[config.mk]
export PLATFORM = sky130hd
export DESIGN_NAME = byte_pair_packer
export DESIGN_NICKNAME = d
export VERILOG_FILES = /design/src/rtl/byte_pair_packer_pkg.sv /design/src/rtl/byte_pair_packer.sv
export SDC_FILE = /design/constraint.sdc
export NUM_CORES = 1
export LEC_CHECK = 0
export BUFFER_PORTS_ARGS = -buffer_cell sky130_fd_sc_hd__buf_2
export CORE_UTILIZATION = 48
export CTS_BUF_LIST = sky130_fd_sc_hd__clkbuf_4 sky130_fd_sc_hd__clkbuf_8
export DETAILED_ROUTE_END_ITERATION = 10
export GPL_ROUTABILITY_DRIVEN = 1
export GPL_TIMING_DRIVEN = 0
export PLACE_DENSITY = 0.89
export SYNTH_ARGS = -nofsm -noshare
export SYNTH_HDL_FRONTEND = slang
export SYNTH_SLANG_ARGS = --single-unit
[constraint.sdc]
create_clock -name clk -period 1.34 [get_ports clk]
set_input_delay 0.067 -clock clk [delete_from_list [all_inputs] [get_ports clk]]
set_output_delay 0.067 -clock clk [all_outputs]
set_load 0.005 [all_outputs]
[src/rtl/byte_pair_packer_pkg.sv]
// Package p: shared types for the byte pair packer.
//   p_t      - packed output pair {a, b}, 16 bits, a in the upper byte
//   state_e  - packer occupancy, encoded as {out_valid, hold_valid}
//   make_pair- places first/second bytes into a/b according to swap
package p;

  typedef struct packed {
    logic [7:0] a;
    logic [7:0] b;
  } p_t;

  // Encoding is exactly {out_valid, hold_valid} so the state can be
  // rebuilt from the two valid flops with a cast.
  typedef enum logic [1:0] {
    ST_EMPTY     = 2'b00,
    ST_HALF      = 2'b01,
    ST_FULL      = 2'b10,
    ST_FULL_HALF = 2'b11
  } state_e;

  function automatic p_t make_pair(input logic swap,
                                   input logic [7:0] first,
                                   input logic [7:0] second);
    p_t r;
    if (swap) begin
      r.a = second;
      r.b = first;
    end else begin
      r.a = first;
      r.b = second;
    end
    return r;
  endfunction

endpackage

[src/rtl/byte_pair_packer.sv]
// byte_pair_packer: collects two upstream bytes into one 16-bit pair.
// A one-byte hold register plus a pair output register give a two-deep
// buffer, so a full rate byte stream is sustained when out_ready stays
// high.
//   clk, rst            - clock, asynchronous active-high reset
//   in_valid/in_data    - upstream byte stream
//   in_ready            - byte accepted this cycle (combinational)
//   out_valid/out_data  - completed pair, held stable until consumed
//   out_ready           - downstream consumes the pair
//   flush               - drop a half-assembled pair, block input
//   pair_count          - pairs delivered, wraps at 2^CNT_W
module byte_pair_packer
  import p::*;
#(
  parameter int SWAP  = 0,
  parameter int CNT_W = 8
) (
  input  logic             clk,
  input  logic             rst,
  input  logic             in_valid,
  input  logic [7:0]       in_data,
  output logic             in_ready,
  output logic             out_valid,
  output p_t               out_data,
  input  logic             out_ready,
  input  logic             flush,
  output logic [CNT_W-1:0] pair_count
);

  logic             hold_valid_q, hold_valid_d;
  logic [7:0]       hold_q, hold_d;
  logic             out_valid_q, out_valid_d;
  p_t               out_data_q, out_data_d;
  logic [CNT_W-1:0] pair_count_q, pair_count_d;

  state_e state;
  logic   in_xfer;
  logic   out_xfer;
  logic   load;

  assign state = state_e'({out_valid_q, hold_valid_q});

  // Only FULL_HALF has nowhere to put a new byte, unless the pair
  // register drains on the same edge. Reset and flush block input.
  assign in_ready = !rst && !flush && ((state != ST_FULL_HALF) || out_ready);

  assign in_xfer  = in_valid && in_ready;
  assign out_xfer = out_valid_q && out_ready;
  // Second byte of a pair: it completes the pair with the held byte.
  assign load     = in_xfer && hold_valid_q;

  always_comb begin
    hold_valid_d = hold_valid_q;
    hold_d       = hold_q;
    out_valid_d  = out_valid_q;
    out_data_d   = out_data_q;
    pair_count_d = pair_count_q;

    if (out_xfer) begin
      out_valid_d  = 1'b0;
      pair_count_d = pair_count_q + CNT_W'(1);
    end

    if (flush) begin
      // in_xfer is already 0 here since flush forces in_ready low.
      hold_valid_d = 1'b0;
    end else if (load) begin
      // Load wins over the unload above: out_valid stays high with the
      // new pair.
      out_data_d   = make_pair(SWAP != 0, hold_q, in_data);
      out_valid_d  = 1'b1;
      hold_valid_d = 1'b0;
    end else if (in_xfer) begin
      hold_d       = in_data;
      hold_valid_d = 1'b1;
    end
  end

  always_ff @(posedge clk or posedge rst) begin
    if (rst) begin
      hold_valid_q <= 1'b0;
      hold_q       <= 8'h00;
      out_valid_q  <= 1'b0;
      out_data_q   <= '0;
      pair_count_q <= '0;
    end else begin
      hold_valid_q <= hold_valid_d;
      hold_q       <= hold_d;
      out_valid_q  <= out_valid_d;
      out_data_q   <= out_data_d;
      pair_count_q <= pair_count_d;
    end
  end

  assign out_valid  = out_valid_q;
  assign out_data   = out_data_q;
  assign pair_count = pair_count_q;

endmodule

==> impl_metrics.ini, run 1 <==
[die]
start_util_pct = 50.6
core_sq_um = 2760
io_pins = 39
die_area_sq_um = 3130
num_rows = 19
die_h_um = 55.9
fp.dieW_um = 55.9

[detailed_routing]
vias = 930
wl_met2_um = 1490
route.detailed.drc = 0
avgViaCountPerCell = 5.11
highest_layer = met4
m1WireLength_um = 1150
dr.first_iter.drc_count = 13
first_pass_iters = 5
dr_wl_met3_um = 129
ant_nets = 0
routed_wirelength_um = 2840
wl_per_cell_um = 15.6

[yosys]
synth_seq_area_share_pct = 61.0
ys_top_cells_by_area = dfrtp_1, mux2_2, mux2_4
ys_seq_elements = 34
synth_edf_count = 0
synth.distinct_cells = 21
synth.most_common_cell = dfrtp_1
ys_warn_count = 0
async_reset_ff_share_pct = 100
synthTopCellsByCount = dfrtp_1, mux2_2, mux2_4
ys.flop_type = dfrtp_1
synth_fp_nets = 105
syn_area_sq_um = 1400
synth_top_area_cell = dfrtp_1
syn_avg_cell_area_sq_um = 15.3
synth_top_area_share_pct = 61.0
synthCells = 91

[job]
drv_cap = 0

[timing]
layout_setup_ws_ns = 0.0574
worstMarginPinSlew_ns = 0.789
hold_viol_final = 0
fmax_ghz = 0.780
setup_violations = 0
post-route-min-period_ns = 1.28
rsz0062_at_grt = false
setup_tns_ns = 0
post-route-period-util_pct = 95.7
timing.final.max_slew_violations = 0
finalClockSkew_ns = 0.0106
slew_headroom_pct = 47.1

[layout]
nFillCells = 193
drive_gt1_share_pct = 55.0
fin_nets = 165
area_growth_pct = 33.7
antenna_cells = 0

[grt]
first_global_vias = 926
antenna_found_initial = 0
grtUsageTotal_pct = 19.1
grt_overflow_total = 0
grt_pass1_wl_um = 4400
grt_max_degree = 37

[setup_path]
endpoint_kind = register
crit_top_cell = buf_4
critPathKind = register to register
cp_cell_sequence = buf_4, nand4_4, buf_4, mux2_2
cp_slowest_cell = dfrtp_2
path_buf_inv = 2
critPathRequiredTime_ns = 1.57
crit_family = flip-flops
critPathMaxStageDelay_ns = 0.42
critPathArrivalTime_ns = 1.51
cp_max_fo = 7
cp-start-kind = register

[power_and_ir_drop]
combPwrFrac_pct = 22.0
p_seq_share_pct = 50.5
ir_drop_mv = 1.07
p_leak_uw = 0.000963
sw_frac_of_total_pct = 24.9
p_switching_uw = 693
clkPwrFrac_pct = 27.5
p_int_uw = 2090
p_per_area_nw_per_um2 = 1490

[clock_network]
cts_sinks = 34
ctsHtreeMaxLevel = 2
clk_pin_slew_worst_paths_ns = 0.10
ctsRootBufferMaster = clkbuf_4
numCtsBuffers = 5
clock_latency_ns = 0.33
cts_buffer_depth = 2
cts_tree = yes

[placed_design]
globalplace.congestion = 0.728
dp_slack_ns = -0.364
hpwl_um = 1750
io_buffers = 38

[min_path]
hold_class = input port to register

[run_status]
status = complete, no violations
[power by group through the flow]
stage                     Combinational [uW]  Clock [uW]  Sequential [uW]
after floorplan                          303           0             1420
after global placement                   544           0             1400
after detailed placement                 572           0             1430
after CTS                                601         784             1410
after global routing                     672         816             1440
final                                    613         764             1400
[layout by cell type (no fill, tap or decap)]
cell,count
nand4_4,1
and4_1,2
o21a_1,1
xnor2_1,5
nor3_2,1
clkbuf_4,5
clkbuf_8,1
ha_1,1
xor2_1,2
and3_1,2
mux2_4,9
inv_1,1
buf_2,38
clkinvlp_4,1
buf_12,1
clkinvlp_2,1
nand4_1,1
nor3_1,1
dlygate4sd3_1,11
nand2_1,6
nor2_1,1
dfrtp_1,32
mux2_2,16
nand2b_4,1
dfrtp_2,2
a21oi_1,1
nor2_2,1
buf_4,4
bufinv_16,1
nand3_1,1
[worst register-to-register path: stages (launching register included)]
cell     delay, ns
dfrtp_2       0.42
buf_4         0.15
nand4_4       0.07
buf_4         0.19
mux2_2        0.35
[layer usage]
| layer | global-route usage, % | vias to the layer above |
|---|---|---|
| met5 | 0 | - |
| met1 | 22.7 | 458 |
| li1 | - | 437 |
| met4 | 8.36 | 0 |
| met2 | 30.8 | 27 |
| met3 | 7.67 | 8 |
[repair_timing]
action,in CTS,in global routing
pin swaps,1,0
setup buffers,1,2
gates resized for setup,4,3
hold endpoints to repair,51,34
endpoints found under the setup margin,18,17
hold buffers,9,2
cloned,0,1
[path summary, 6_finish.rpt]
check                                     startpoint                   endpoint  slack, ns  depth (start not counted)
max                         hold_valid_q$_DFFE_PP0P_    out_data[5]$_DFFE_PP0P_       0.06                          4
min                                        out_ready  pair_count[0]$_DFFE_PP0P_       0.06                          3
max reg2reg                 hold_valid_q$_DFFE_PP0P_    out_data[5]$_DFFE_PP0P_       0.06                          4
min reg2reg                pair_count[7]$_DFFE_PP0P_  pair_count[7]$_DFFE_PP0P_       0.48                          1
max in group asynchronous                        rst        out_valid$_DFF_PP0_       0.39                          3
min in group asynchronous                        rst  pair_count[1]$_DFFE_PP0P_       0.44                          3
[state kept, by name, summed over array words and instances (netlist names)]
signal and flops:
hold_q 8, hold_valid_q 1, out_data 16, out_valid 1
pair_count 8
[area by class of cell]
| cell class | count | area [sq um] | share of cell area, % |
|---|---|---|---|
| sequential | 34 | 853 | 45.7 |
| multi-input combinational | 53 | 526 | 28.2 |
| buffer | 2 | 27.5 | 1.48 |
| clock inverter | 1 | 30.0 | 1.61 |
| inverter | 2 | 11.3 | 0.604 |
| timing repair inverter | 1 | 5.00 | 0.268 |
| timing repair buffer | 52 | 323 | 17.3 |
| tap | 31 | 38.8 | 2.08 |
| clock buffer | 6 | 51.3 | 2.75 |
[kinds of logic (layout without fill, tap and decap cells)]
kind of cell	after synthesis	count (layout)	synth area share, %
buffers and inverters	4	64	1.70
AO/OA/AOI/OAI	2	2	0.897
multiplexers	25	25	22.6
adder cells (fa/ha/maj)	1	1	0.897
AND/OR/NAND/NOR	18	18	8.52
flip-flops	34	34	61.0
XOR/XNOR	7	7	4.39
[stage by stage]
step	area, sq um	utilization, %	total power (uW)	std cells	hold WS [ns]
2_1_floorplan	1400	-	1720	91	0.139
3_3_place_gp	1620	58.9	1950	160	0.254
3_5_place_dp	1620	58.9	2000	160	0.269
4_1_cts	1820	65.9	2790	177	-0.133
5_1_grt	1870	67.6	2930	182	0.0512
6_report	1870	67.6	2780	182	0.0572
(Power assumes the default switching activity.)
==> run 2, diff against run 1 <==
==> constraint.sdc (replaced) <==
create_clock -name clk -period 1.34 [get_ports clk]
set_input_delay 0.268 -clock clk [delete_from_list [all_inputs] [get_ports clk]]
set_output_delay 0.268 -clock clk [all_outputs]
set_load 0.005 [all_outputs]
==> run 2 against run 1 <==
  * The flow now finishes with violations (negative hold slack, negative setup slack)
  * Critical path type is now register to primary output
  * Worst setup slack worse by 0.070 ns
  * Non-clock buffer count is 9 lower
  * First-iteration DRC count fell by 7.7%
  * Sequential share of layout area grew 2.6 points
  * Count of clock-buffer cells in the layout increased by 1
  * Core utilization decreased by 3.7 points
  * Sequential power barely moved
  * Worst hold slack worse by 0.11 ns
  * Cell area fell by 5.5%
  * Via count decreased by 2.3%
  * Register-to-register slack worse by 0.06 ns
==> impl_metrics.ini, run 2 (synthesis gave the netlist of run 1 again) <==
[clock_network]
numCtsBuffers = 5
cts_tree = yes
cts-hold-fix-buffers = 0
clk_pin_slew_worst_paths_ns = 0.10
cts_sinks = 34
cts_buffer_depth = 2
ctsRootBufferMaster = clkbuf_4
ctsHtreeMaxLevel = 2
clock_latency_ns = 0.33

[layout]
post-route-util_pct = 63.9
fin_area_sq_um = 1760
antenna_cells = 0
area_growth_pct = 26.4
fin_nets = 156
final_cells = 174
layout_common_cells = buf_2, dfrtp_1, mux2_2
largest_reg_flops = 16
drive_gt1_share_pct = 60.1
layout_commonest_cell = buf_2

[grt]
first_global_vias = 976
antenna_found_initial = 0
grt_max_degree = 37
grt_overflow_total = 0
grt_pass1_wl_um = 4400
grtUsageTotal_pct = 19.2

[die]
die_h_um = 55.9
core_sq_um = 2760
die_area_sq_um = 3130
io_pins = 39
num_rows = 19
fp.dieW_um = 55.9
start_util_pct = 50.6

[detailed_routing]
avgViaCountPerCell = 5.22
ant_nets = 0
highest_layer = met4
routed_wirelength_um = 2690
dr_wl_met3_um = 106
dr.first_iter.drc_count = 12
wl_met2_um = 1470
vias = 909
m1WireLength_um = 1050
route.detailed.drc = 0
wl_per_cell_um = 15.4
first_pass_iters = 4

[timing]
post-route-min-period_ns = 1.35
worstMarginPinSlew_ns = 0.779
finalClockSkew_ns = 0.00772
whs_ns = -0.0478
timing.final.max_slew_violations = 0
rsz0062_at_grt = true
fmax_ghz = 0.740
layout_setup_ws_ns = -0.0122
setup_violations = 1
hold_viol_final = 16
setup_tns_ns = -0.0122
slew_headroom_pct = 47.8
post-route-period-util_pct = 101

[power_and_ir_drop]
ir_drop_mv = 1.12
p_per_area_nw_per_um2 = 1470
p_leak_uw = 0.000928

[setup_path]
reg2regPathDepth = 5
ff2ff_setup_slack_ns = 0
startpoint = out_valid$_DFF_PP0_
r2r_start = out_valid$_DFF_PP0_
critPathKind = register to primary output
critPathRequiredTime_ns = 1.07
endpoint_kind = primary output
timing.rr.end = out_data[11]$_DFFE_PP0P_
critPathArrivalTime_ns = 1.08
cp_max_fo = 3
endpoint = in_ready
cp-start-kind = register

[min_path]
hold_class = input port to async pin

[run_status]
status = finished, violations left
violations = negative hold slack, negative setup slack

[placed_design]
hpwl_um = 1880
postPlaceCellArea_sq_um = 1630
io_buffers = 38
globalplace.congestion = 0.703
dp_cells = 160

[job]
drv_cap = 0
run 2: worst min path at each step:
stage / cells past startpoint / end / startpoint
floorplan: 1 / hold_q[0]$_DFFE_PP0P_ / rst
global placement: 2 / hold_valid_q$_DFFE_PP0P_ / rst
detailed placement: 2 / hold_valid_q$_DFFE_PP0P_ / rst
CTS: 2 / hold_q[7]$_DFFE_PP0P_ / rst
global route: 2 / out_data[6]$_DFFE_PP0P_ / rst
finish: 2 / out_data[6]$_DFFE_PP0P_ / rst
run 2: final cells by class:
class	count	area (sq um)
Multi-Input combinational cell	53	526
Clock inverter	1	5.00
Clock buffer	7	58.8
Sequential cell	34	852
Timing Repair inverter	1	5.00
Timing Repair Buffer	43	244
Tap cell	31	38.8
Fill cell	208	995
Inverter	2	11.3
Buffer	2	22.5
run 2: what timing repair did:
action | in CTS | in global routing
endpoints found under the hold margin | 0 | 16
pin swaps | 1 | 0
cloned | 0 | 1
setup endpoints to repair | 18 | 11
resized for setup | 2 | 5
setup buffers | 3 | 2
run 2: routing by layer:
metal | track usage [%] | vias to the layer above
met1 | 23.2 | 455
li1 | - | 421
met3 | 4.88 | 9
met5 | 0 | -
met2 | 32.0 | 24
met4 | 9.41 | 0
run 2: report_power, final:
| part | internal (uW) | total [uW] | switching (uW) | leakage [uW] |
|---|---|---|---|---|
| registers | 1260 | 1410 | 146 | 0.000431 |
| clock network | 275 | 602 | 328 | 0.0000387 |
| logic | 376 | 581 | 206 | 0.000458 |
| total | 1910 | 2590 | 679 | 0.000928 |
run 2: worst max-delay path, stage by stage, from the launching register on:
cell and delay [ns]:
dfrtp_2 0.40, nand2b_4 0.08, o21a_1 0.17, buf_2 0.12
run 2: stage by stage:
step,power (uW),worst slack [ns]
finish,2590,-0.0122
global route,2740,-0.0571
CTS,2610,-0.0685
detailed placement,2010,-0.312
global placement,1950,-0.258
floorplan,1720,0.0467
==> run 3, diff against run 2 <==
Settings changed: PLACE_DENSITY 0.89 to 0.88.
==> run 3 against run 2 <==
  * Core utilization increased by 2.4 points
  * Critical endpoint unchanged
  * First-iteration DRC count increased by 8.3%
  * Maximum frequency grew 0.23%
  * The flow finishes with violations (negative setup slack)
==> impl_metrics.ini, run 3 (synthesis gave the netlist of run 1 again) <==
[run_status]
status = finished, violations left
violations = negative setup slack

[grt]
grt_use_met1_pct = 23.5
grtUsageTotal_pct = 19.1
grt-busiest-layer = met2
antenna_found_initial = 0
first_global_vias = 932
grt_max_degree = 19
use_met3_pct = 9.07
use_met2_pct = 29.4
grt_pass1_wl_um = 4420
grt_overflow_total = 0

[power_and_ir_drop]
p_seq_share_pct = 47.9
total_power_uw = 2930
combPwrFrac_pct = 19.9
p_per_area_nw_per_um2 = 1600
p_leak_uw = 0.000966
ir_drop_mv = 1.30
clkPwrFrac_pct = 32.2
p_int_uw = 2220
sw_frac_of_total_pct = 24.2
p_switching_uw = 709

[clock_network]
cts_sinks = 34
numCtsBuffers = 5
cts_tree = yes
clock_latency_ns = 0.34
ctsHtreeMaxLevel = 2
clk_pin_slew_worst_paths_ns = 0.12
ctsRootBufferMaster = clkbuf_4
cts_buffer_depth = 2

[layout]
area_growth_pct = 31.0
antenna_cells = 0
layout_common_cells = buf_2, dfrtp_1, mux2_2
layout_commonest_cell = buf_2
largest_reg_flops = 16
drive_gt1_share_pct = 59.2
fin_nets = 160
nFillCells = 210

[detailed_routing]
routed_wirelength_um = 2670
route.detailed.drc = 0
wl_per_cell_um = 15.0
ant_nets = 0
first_pass_iters = 4
dr.first_iter.drc_count = 13
avgViaCountPerCell = 5.22
vias = 929

[die]
die_area_sq_um = 3130
start_util_pct = 50.6
fp.dieW_um = 55.9
num_rows = 19
io_pins = 39
die_h_um = 55.9
core_sq_um = 2760

[timing]
hold_viol_final = 0
worstMarginPinSlew_ns = 0.821
fmax_ghz = 0.741
layout_setup_ws_ns = -0.00902
timing.final.max_slew_violations = 0
post-route-period-util_pct = 101
finalClockSkew_ns = 0.0142
setup_tns_ns = -0.00902
whs_ns = 0.0707
slew_headroom_pct = 44.9
setup_violations = 1
rsz0062_at_grt = true
post-route-min-period_ns = 1.35

[setup_path]
critPathKind = register to primary output
critPathMaxStageDelay_ns = 0.39
critPathArrivalTime_ns = 1.08
critPathRequiredTime_ns = 1.07
startpoint = hold_valid_q$_DFFE_PP0P_
endpoint_kind = primary output
cp_slowest_cell = dfrtp_1
r2r_start = out_valid$_DFF_PP0_
cp-start-kind = register
cp_cell_sequence = inv_1, o21a_1, buf_2
cp_max_fo = 3

[min_path]
hold_class = input port to async pin

[placed_design]
dp_slack_ns = -0.363
io_buffers = 38
globalplace.congestion = 0.691
hpwl_um = 1750

[job]
drv_cap = 0
## run 3: cell types whose count changed in the layout (fill, tap and decap cells not counted), sizes merged
cell	delta
bufinv	+2
clkbuf	-1
dlymetal6s4s	+1
buf	+2
## run 3: worst max-delay path: cells and delay by family, from the launching register on
| family | cells | cell delay, ns |
|---|---|---|
| flip-flops | 1 | 0.39 |
| buffers and inverters | 2 | 0.18 |
| AO/OA/AOI/OAI | 1 | 0.18 |
## run 3: layer usage
layer / wire, um / vias to the layer above
met5: 0 / -
met1: 1160 / 463
li1: - / 430
met4: 46 / 0
met2: 1300 / 30
met3: 167 / 6
## run 3: path summary, 6_finish.rpt
kind / end / slack [ns] / cells past startpoint
setup / recovery: in_ready / -0.009 / 3
min in group clk: hold_valid_q$_DFFE_PP0P_ / 0.11 / 2
max in group asynchronous: out_valid$_DFF_PP0_ / 0.51 / 3
hold / removal: hold_q[6]$_DFFE_PP0P_ / 0.07 / 2
setup reg to reg: out_data[13]$_DFFE_PP0P_ / 0 / 5
hold reg to reg: pair_count[7]$_DFFE_PP0P_ / 0.49 / 1
## run 3: what timing repair did
item | in CTS | in global routing
setup buffers | 6 | 2
hold endpoints to repair | 16 | 0
gates cloned | 1 | 0
endpoints found under the setup margin | 19 | 11
resized for setup | 3 | 3
hold buffers | 1 | 0
pin swaps | 1 | 0
## run 3: layout make-up
cell class / instances / area (sq um) / share of cell area [%]
sequential: 34 / 852 / 46.6
multi-input combinational: 53 / 520 / 28.5
timing repair buffer: 47 / 267 / 14.6
clock inverter: 3 / 68.8 / 3.76
tap: 31 / 38.8 / 2.12
clock buffer: 5 / 37.5 / 2.05
buffer: 2 / 27.5 / 1.51
inverter: 2 / 11.3 / 0.616
timing repair inverter: 1 / 5.00 / 0.274
## run 3: per-stage QoR
step,instances,cell area [sq um],utilization (%)
3_5_place_dp,160,1630,59.0
6_report,178,1830,66.3
3_3_place_gp,160,1630,59.0
4_1_cts,176,1800,65.4
5_1_grt,178,1830,66.3
2_1_floorplan,91,1400,-
## run 3: power groups by stage
stage	Clock (uW)	Combinational (uW)	Sequential, uW
final	945	584	1400
after global placement	0	545	1400
after floorplan	0	303	1420
after detailed placement	0	570	1430
after global routing	1020	632	1430
after CTS	962	591	1400
